==> src/rtl/wb_rr_arbiter_pkg.sv <==
// wb_arb_pkg: shared types and helpers for the round-robin Wishbone arbiter.
// Optional watchdog in the top is enabled with `define WB_ARB_TIMEOUT_EN.
package wb_arb_pkg;

    typedef enum logic {
        IDLE = 1'b0,
        OWN  = 1'b1
    } arb_state_e;

    // Upper bound on masters; index helpers are sized for it.
    localparam int MAX_NM = 8;
    localparam int IDX_W  = 3;

    // LSB of lane k in a packed bus of w-bit lanes.
    function automatic int lane_lsb(input int k, input int w);
        return k * w;
    endfunction

    // Byte-select width for a data width.
    function automatic int sel_w(input int dw);
        return dw / 8;
    endfunction

    // First requester scanning from last+1 upward, wrapping modulo nm.
    // Returns last unchanged when nothing requests.
    // The scan runs downward so the nearest hit is the final assignment.
    function automatic logic [IDX_W-1:0] rr_next(input logic [MAX_NM-1:0] req,
                                                 input logic [IDX_W-1:0]  last,
                                                 input int                nm);
        logic [IDX_W-1:0] pick;
        int               idx;
        pick = last;
        for (int i = MAX_NM; i >= 1; i--) begin
            if (i <= nm) begin
                idx = (int'(last) + i) % nm;
                if (req[idx]) pick = IDX_W'(idx);
            end
        end
        return pick;
    endfunction

endpackage

==> src/rtl/wb_rr_arbiter_if.sv <==
// wb_rr_arbiter_if: bundles the per-master Wishbone ports and the shared
// downstream port. The arbiter uses the slave view; the environment
// (bus masters plus downstream slave) uses the master view.
interface wb_rr_arbiter_if #(
    parameter int NM = 3,
    parameter int AW = 32,
    parameter int DW = 32
);
    localparam int SELW = DW / 8;

    logic [NM-1:0]      m_cyc_i;
    logic [NM-1:0]      m_stb_i;
    logic [NM-1:0]      m_we_i;
    logic [NM*AW-1:0]   m_adr_i;
    logic [NM*DW-1:0]   m_dat_i;
    logic [NM*SELW-1:0] m_sel_i;
    logic [NM-1:0]      m_ack_o;
    logic [NM-1:0]      m_err_o;
    logic [DW-1:0]      m_dat_o;

    logic               s_cyc_o;
    logic               s_stb_o;
    logic               s_we_o;
    logic [AW-1:0]      s_adr_o;
    logic [DW-1:0]      s_dat_o;
    logic [SELW-1:0]    s_sel_o;
    logic               s_ack_i;
    logic               s_err_i;
    logic [DW-1:0]      s_dat_i;

    logic [NM-1:0]      gnt_o;

    modport slave (
        input  m_cyc_i, m_stb_i, m_we_i, m_adr_i, m_dat_i, m_sel_i,
        input  s_ack_i, s_err_i, s_dat_i,
        output m_ack_o, m_err_o, m_dat_o,
        output s_cyc_o, s_stb_o, s_we_o, s_adr_o, s_dat_o, s_sel_o,
        output gnt_o
    );

    modport master (
        output m_cyc_i, m_stb_i, m_we_i, m_adr_i, m_dat_i, m_sel_i,
        output s_ack_i, s_err_i, s_dat_i,
        input  m_ack_o, m_err_o, m_dat_o,
        input  s_cyc_o, s_stb_o, s_we_o, s_adr_o, s_dat_o, s_sel_o,
        input  gnt_o
    );
endinterface

==> src/rtl/wb_rr_arbiter_pick.sv <==
// wb_rr_pick: combinational round-robin picker. Given a request vector and
// the last granted index, returns the next winner one-hot and as an index.
// Kept standalone so other conbus arbiters can reuse it.
module wb_rr_pick
    import wb_arb_pkg::*;
#(
    parameter int NM = 3,
    parameter int IW = 2
) (
    input  logic [NM-1:0] req_i,
    input  logic [IW-1:0] last_i,
    output logic [NM-1:0] gnt_o,
    output logic [IW-1:0] idx_o,
    output logic          any_o
);

    // Scan from last+1 with wrap; one-hot is empty when nothing requests.
    always_comb begin
        idx_o = IW'(rr_next(MAX_NM'(req_i), IDX_W'(last_i), NM));
        any_o = |req_i;
        gnt_o = any_o ? (NM'(1) << idx_o) : '0;
    end

endmodule

==> src/rtl/wb_rr_arbiter.sv <==
// wb_rr_arbiter: round-robin Wishbone arbiter, NM masters onto one shared
// port. Arbitration is per CYC: the owner keeps the bus until it drops CYC.
// Optional stall watchdog: define WB_ARB_TIMEOUT_EN to terminate a beat
// with ERR after TIMEOUT unanswered cycles.
module wb_rr_arbiter
    import wb_arb_pkg::*;
#(
    parameter int NM      = 3,
    parameter int AW      = 32,
    parameter int DW      = 32,
    parameter int TIMEOUT = 255
) (
    input  logic              clk,
    input  logic              rst,
    wb_rr_arbiter_if.slave    bus
);

    localparam int SELW = sel_w(DW);
    localparam int IW   = (NM > 1) ? $clog2(NM) : 1;
    localparam logic [IW-1:0] LAST_RST = IW'(NM - 1);

    arb_state_e     state_q, state_d;
    logic [NM-1:0]  gnt_q, gnt_d;
    logic [IW-1:0]  last_q, last_d;

    logic [NM-1:0]  pick_oh;
    logic [IW-1:0]  pick_idx;
    logic           pick_any;

    logic           own;
    logic           stb_raw;
    logic           to_fire;

    wb_rr_pick #(.NM(NM), .IW(IW)) u_pick (
        .req_i  (bus.m_cyc_i),
        .last_i (last_q),
        .gnt_o  (pick_oh),
        .idx_o  (pick_idx),
        .any_o  (pick_any)
    );

    // While owning, last_q holds the granted index, so it drives the mux.
    assign own     = (state_q == OWN);
    assign stb_raw = own & bus.m_stb_i[last_q] & bus.m_cyc_i[last_q];

`ifdef WB_ARB_TIMEOUT_EN
    localparam int CW = $clog2(TIMEOUT + 1);
    logic [CW-1:0] cnt_q, cnt_d;

    // Watchdog: count stalled beats, fire once at the limit and restart.
    always_comb begin
        to_fire = stb_raw & (cnt_q == CW'(TIMEOUT));
        cnt_d   = '0;
        if (!to_fire && stb_raw && !bus.s_ack_i && !bus.s_err_i)
            cnt_d = cnt_q + 1'b1;
    end
`else
    logic unused_timeout;
    assign unused_timeout = (TIMEOUT != 0);
    assign to_fire        = 1'b0;
`endif

    // Next-state: grant the next requester from IDLE, release on CYC drop.
    always_comb begin
        state_d = state_q;
        gnt_d   = gnt_q;
        last_d  = last_q;
        case (state_q)
            IDLE: begin
                if (pick_any) begin
                    state_d = OWN;
                    gnt_d   = pick_oh;
                    last_d  = pick_idx;
                end
            end
            OWN: begin
                if (!bus.m_cyc_i[last_q]) begin
                    state_d = IDLE;
                    gnt_d   = '0;
                end
            end
            default: begin
                state_d = IDLE;
                gnt_d   = '0;
            end
        endcase
    end

    // FSM state, registered grant and round-robin pointer.
    always_ff @(posedge clk) begin
        if (rst) begin
            state_q <= IDLE;
            gnt_q   <= '0;
            last_q  <= LAST_RST;
`ifdef WB_ARB_TIMEOUT_EN
            cnt_q   <= '0;
`endif
        end else begin
            state_q <= state_d;
            gnt_q   <= gnt_d;
            last_q  <= last_d;
`ifdef WB_ARB_TIMEOUT_EN
            cnt_q   <= cnt_d;
`endif
        end
    end

    // Shared port is a plain mux of the owner; quiet whenever not owning.
    // gnt_q is one-hot in OWN and zero in IDLE, so it gates ack/err routing.
    always_comb begin
        bus.gnt_o   = gnt_q;
        bus.m_dat_o = bus.s_dat_i;
        bus.s_cyc_o = own & bus.m_cyc_i[last_q];
        bus.s_stb_o = stb_raw & ~to_fire;
        bus.s_we_o  = own & bus.m_we_i[last_q];
        bus.s_adr_o = own ? bus.m_adr_i[lane_lsb(int'(last_q), AW) +: AW] : '0;
        bus.s_dat_o = own ? bus.m_dat_i[lane_lsb(int'(last_q), DW) +: DW] : '0;
        bus.s_sel_o = own ? bus.m_sel_i[lane_lsb(int'(last_q), SELW) +: SELW] : '0;
        bus.m_ack_o = gnt_q & {NM{bus.s_ack_i}};
        bus.m_err_o = gnt_q & {NM{bus.s_err_i | to_fire}};
    end

endmodule

==> src/flat_wrapper.sv <==
// flat-port wrapper written by rule: the top's interface ports become plain ports
module wb_rr_arbiter_flat import wb_arb_pkg::*;
#(
    parameter int NM      = 3,
    parameter int AW      = 32,
    parameter int DW      = 32,
    parameter int TIMEOUT = 255
)
  (clk, rst, bus_m_cyc_i, bus_m_stb_i, bus_m_we_i, bus_m_adr_i, bus_m_dat_i, bus_m_sel_i, bus_s_ack_i, bus_s_err_i, bus_s_dat_i, bus_m_ack_o, bus_m_err_o, bus_m_dat_o, bus_s_cyc_o, bus_s_stb_o, bus_s_we_o, bus_s_adr_o, bus_s_dat_o, bus_s_sel_o, bus_gnt_o);
  wb_rr_arbiter_if #(.NM(NM), .AW(AW), .DW(DW)) bus_i ();
  input  logic clk;
  input  logic rst;
  input wire logic [$bits(bus_i.m_cyc_i)-1:0] bus_m_cyc_i;
  input wire logic [$bits(bus_i.m_stb_i)-1:0] bus_m_stb_i;
  input wire logic [$bits(bus_i.m_we_i)-1:0] bus_m_we_i;
  input wire logic [$bits(bus_i.m_adr_i)-1:0] bus_m_adr_i;
  input wire logic [$bits(bus_i.m_dat_i)-1:0] bus_m_dat_i;
  input wire logic [$bits(bus_i.m_sel_i)-1:0] bus_m_sel_i;
  input wire logic [$bits(bus_i.s_ack_i)-1:0] bus_s_ack_i;
  input wire logic [$bits(bus_i.s_err_i)-1:0] bus_s_err_i;
  input wire logic [$bits(bus_i.s_dat_i)-1:0] bus_s_dat_i;
  output wire logic [$bits(bus_i.m_ack_o)-1:0] bus_m_ack_o;
  output wire logic [$bits(bus_i.m_err_o)-1:0] bus_m_err_o;
  output wire logic [$bits(bus_i.m_dat_o)-1:0] bus_m_dat_o;
  output wire logic [$bits(bus_i.s_cyc_o)-1:0] bus_s_cyc_o;
  output wire logic [$bits(bus_i.s_stb_o)-1:0] bus_s_stb_o;
  output wire logic [$bits(bus_i.s_we_o)-1:0] bus_s_we_o;
  output wire logic [$bits(bus_i.s_adr_o)-1:0] bus_s_adr_o;
  output wire logic [$bits(bus_i.s_dat_o)-1:0] bus_s_dat_o;
  output wire logic [$bits(bus_i.s_sel_o)-1:0] bus_s_sel_o;
  output wire logic [$bits(bus_i.gnt_o)-1:0] bus_gnt_o;
  assign bus_i.m_cyc_i = bus_m_cyc_i;
  assign bus_i.m_stb_i = bus_m_stb_i;
  assign bus_i.m_we_i = bus_m_we_i;
  assign bus_i.m_adr_i = bus_m_adr_i;
  assign bus_i.m_dat_i = bus_m_dat_i;
  assign bus_i.m_sel_i = bus_m_sel_i;
  assign bus_i.s_ack_i = bus_s_ack_i;
  assign bus_i.s_err_i = bus_s_err_i;
  assign bus_i.s_dat_i = bus_s_dat_i;
  assign bus_m_ack_o = bus_i.m_ack_o;
  assign bus_m_err_o = bus_i.m_err_o;
  assign bus_m_dat_o = bus_i.m_dat_o;
  assign bus_s_cyc_o = bus_i.s_cyc_o;
  assign bus_s_stb_o = bus_i.s_stb_o;
  assign bus_s_we_o = bus_i.s_we_o;
  assign bus_s_adr_o = bus_i.s_adr_o;
  assign bus_s_dat_o = bus_i.s_dat_o;
  assign bus_s_sel_o = bus_i.s_sel_o;
  assign bus_gnt_o = bus_i.gnt_o;
  wb_rr_arbiter #(.NM(NM), .AW(AW), .DW(DW), .TIMEOUT(TIMEOUT)) u_core (.clk(clk), .rst(rst), .bus(bus_i));
endmodule
==> config.mk <==
export PLATFORM = sky130hd
export DESIGN_NAME = wb_rr_arbiter_flat
export DESIGN_NICKNAME = d
export VERILOG_FILES = /design/src/rtl/wb_rr_arbiter_pkg.sv /design/src/rtl/wb_rr_arbiter_if.sv /design/src/rtl/wb_rr_arbiter_pick.sv /design/src/rtl/wb_rr_arbiter.sv /design/src/flat_wrapper.sv
export SDC_FILE = /design/constraint.sdc
export NUM_CORES = 1
export LEC_CHECK = 0
export BUFFER_PORTS_ARGS = -buffer_cell sky130_fd_sc_hd__buf_2
export CORE_AREA = 4 4 139 141
export DETAILED_ROUTE_END_ITERATION = 10
export DIE_AREA = 0 0 143 145
export PLACE_DENSITY = 0.52
export SKIP_LAST_GASP = 1
export SLEW_MARGIN = 30
export SYNTH_ARGS = -nofsm -noshare
export SYNTH_HDL_FRONTEND = slang
export SYNTH_SLANG_ARGS = --single-unit
==> constraint.sdc <==
create_clock -name clk -period 4.4 [get_ports clk]
set_input_delay 0.44 -clock clk [delete_from_list [all_inputs] [get_ports clk]]
set_output_delay 0.44 -clock clk [all_outputs]
set_load 0.03 [all_outputs]
==> impl_metrics.py <==
metrics = {
    "sta": {
        "min_period_ps": 3120,
        "fmax_mhz": 320,
        "setup_ws_ps": 1280,
        "hold_viol": 0,
        "finalSetupViolCount": 0,
        "drv_slew": 0,
        "skew_ps": 0.617,
        "rsz0062_at_grt": "false",
        "relSlewSlack_pct": 43.5,
        "worstMarginPinSlew_ps": 848,
        "tns_ps": 0,
        "timing.final.crit_share_pct": 70.9,
    },
    "worst_setup_path": {
        "r2r-end": "u_core.bus.gnt_o[2]",
        "reg2regPathDepth": 7,
        "r2r_slack_ps": 1440,
        "critPathSlowestCell": "dfxtp_2",
        "critPathBufInv": 2,
        "worst_ep_arrival_time_ps": 2680,
        "rr_startpoint": "u_core.last_q[1]",
        "path_class": "reg2out",
        "slowest_delay_ps": 730,
        "end_kind": "output port",
        "cp-start-kind": "flop",
        "cp_data_required_time_ps": 3960,
        "path_max_fanout": 57,
        "crit_path_cell_trace": "nor2b_4 -> buf_4 -> nand2_1 -> o21ai_1 -> and2_1 -> buf_2",
        "critical_path.top_delay_family": "simple AND/OR/NAND/NOR gates",
    },
    "clock_tree": {
        "clk_latency_ps": 230,
        "ctsLongestPathBuffers": 2,
        "cts_resized": 0,
        "numCtsBuffers": 3,
        "hold_buffers": 0,
        "clk_pin_slew_ps": 30,
        "cts_tree": "yes",
        "post-cts-setup-buffers": 0,
        "cts-root-buf": "clkbuf_16",
        "numClockSinks": 6,
        "ctsHtreeMaxLevel": 1,
    },
    "logic_synthesis": {
        "synth_top_family_by_area": "simple AND/OR/NAND/NOR gates",
        "synth_compound_area_share_pct": 18.3,
        "synth_largest_area_cell": "mux2i_1",
        "synth_fa_ha_area_share_pct": 3.67,
        "synth_top_area_share_pct": 26.5,
        "synthMuxAreaShare_pct": 27.3,
        "synth-seq-area-share_pct": 4.41,
        "ys_types": 34,
        "yosysWarningCount": 0,
        "netlist_area_um2": 2720,
        "syn-instance-count": 415,
        "ys_seq_elements": 6,
        "synthSimpleGateAreaFrac_pct": 31.8,
        "syn_area_per_cell_um2": 6.56,
        "syn-num-nets": 672,
        "synthXorXnorAreaFrac_pct": 0,
        "yosys-top-cells-area": "mux2i_1 26%, and2_1 17%, o21ai_1 13%",
    },
    "pwr": {
        "p_clk_share_pct": 9.1,
        "finalPower_mw": 1.61,
        "intPower_uw": 731,
        "leakagePower_nw": 2.49,
        "p_seq_share_pct": 11.5,
        "p_sw_share_pct": 54.5,
        "combPwrFrac_pct": 79.5,
        "power.density_nw_per_um2": 381,
        "ir_drop_uv": 153,
        "p_switching_uw": 877,
    },
    "routing": {
        "drt-initial-drc-count": 152,
        "vias": 3635,
        "wl_per_cell_um": 13.6,
        "viasPerCell": 4.13,
        "wl_met3_um": 920,
        "firstDrtPassIters": 4,
        "route.met2.wl_mm": 6.24,
        "drc": 0,
        "wl_mm": 12.0,
        "drt-met1-wl_mm": 4.39,
        "drtAntennaViolNets": 0,
        "top_layer": "met4",
    },
    "die": {
        "ios": 361,
        "die_area_um2": 20700,
        "core_um2": 18000,
        "die-width_um": 143,
        "start_util_pct": 15.2,
        "die_h_um": 145,
        "rows": 49,
    },
    "status": {
        "status": "completed",
    },
    "global_routing": {
        "grt_pass1_vias": 3701,
        "grt_overflow": 0,
        "grt_usage_pct": 10.6,
        "grt_first_pass_wirelength_mm": 18.1,
        "grt_antenna_before_repair": 0,
        "grt_max_degree": 75,
    },
    "min_path": {
        "hold_class": "in2reg",
        "min_path_cells": 2,
        "min_to": "u_core.own",
        "min_from": "rst",
    },
    "place": {
        "port-buffer-count": 296,
        "gp_congestion": 0.803,
        "place_ws_ps": 1400,
        "placed_cell_area_um2": 4150,
        "hpwl_mm": 9.80,
    },
    "layout": {
        "n_antenna_cell": 0,
        "stdcell_area_um2": 4220,
        "synthToLayoutAreaGrowth_pct": 55.1,
        "nets": 911,
        "drive_gt1_share_pct": 48.0,
    },
    "job": {
        "maxCapViolations": 0,
    },
}
## through the flow
| step | cells | util [%] | hold WS [ps] |
|---|---|---|---|
| after CTS | 881 | 23.5 | 438 |
| after global routing | 881 | 23.5 | 441 |
| after floorplan | 415 | - | 512 |
| after global placement | 878 | 23.1 | 532 |
| final | 881 | 23.5 | 437 |
| after detailed placement | 878 | 23.1 | 528 |
## flip-flops by register name, indices dropped and copies added, names as in the netlist
signal / count
u_core.bus.gnt_o: 3
u_core.last_q: 2
u_core.own: 1
## power groups by stage
stage / clock, mW / combinational (mW) / sequential (mW)
finish: 0.146 / 1.28 / 0.184
global route: 0.152 / 1.40 / 0.198
CTS: 0.147 / 1.29 / 0.188
detailed placement: 0 / 1.29 / 0.188
global placement: 0 / 1.29 / 0.189
floorplan: 0 / 1.07 / 0.107
## Yosys cell counts
cell type	instances
a211oi_1	2
a211oi_2	1
a211oi_4	1
a21bo_2	1
a21boi_1	1
a21o_1	1
a21oi_1	7
a22o_1	3
a32o_1	1
and2_1	75
buf_1	1
buf_2	8
buf_4	32
buf_6	1
clkbuf_1	23
dfxtp_1	6
ha_1	8
inv_1	2
inv_2	2
mux2_1	1
mux2_2	1
mux2i_1	72
nand2_1	73
nand2b_1	2
nand3_1	1
nor2_1	7
nor2b_1	1
nor3_1	6
nor4_1	1
nor4b_1	1
nor4b_2	1
o21ai_1	69
o2bb2ai_1	1
or3_1	2
## layer usage
layer  vias to the layer above  track usage (%)
met1                      1569             11.3
met2                       187             20.6
met5                         -                0
li1                       1840                -
met4                         0             4.37
met3                        39             1.15
## placed cells by master, fill, tap and decap left out, drive strengths merged, types with 2 or more instances in the layout
cell,n
inv,4
nand2b,2
buf,299
dfxtp,6
a21oi,7
clkbuf,3
or3,2
a22o,3
nor4b,2
mux2,2
and2,75
mux2i,72
a211oi,4
nor2,7
ha,8
o21ai,69
nand2,73
nor3,6
## worst reg2reg max path, delay by kind of cell, from the launching register on
family	cells	cell delay, ps
adder cells (fa/ha/maj)	1	340
buffers and inverters	1	780
flip-flops	1	680
AO/OA/AOI/OAI	3	600
AND/OR/NAND/NOR	2	450
## area by class of cell
type                            count  area, um^2
Sequential cell                     6         129
Fill cell                        2038       13700
Tap cell                          229         287
Timing Repair Buffer              299        1500
Inverter                            4        15.0
Multi-Input combinational cell    340        2210
Clock buffer                        3        75.1
## worst max-delay path by stage
stage / start / endpoint / slack [ps] / cells past startpoint
final: u_core.last_q[0] / bus_s_adr_o[12] / 1280 / 6
after global routing: u_core.last_q[0] / bus_s_adr_o[12] / 1040 / 6
after CTS: u_core.last_q[0] / bus_s_adr_o[12] / 1220 / 6
after detailed placement: u_core.last_q[1] / u_core.bus.gnt_o[2] / 1400 / 7
after global placement: u_core.last_q[1] / u_core.bus.gnt_o[2] / 1430 / 7
after floorplan: u_core.last_q[0] / u_core.bus.gnt_o[2] / 1670 / 10
## cells by family after synthesis
kind of cell    after synthesis
fa+ha+maj                     8
mux                          74
buf+inv                      69
flops                         6
compound gates               88
simple gates                170
Note: power is estimated with default switching activity, not from simulation.
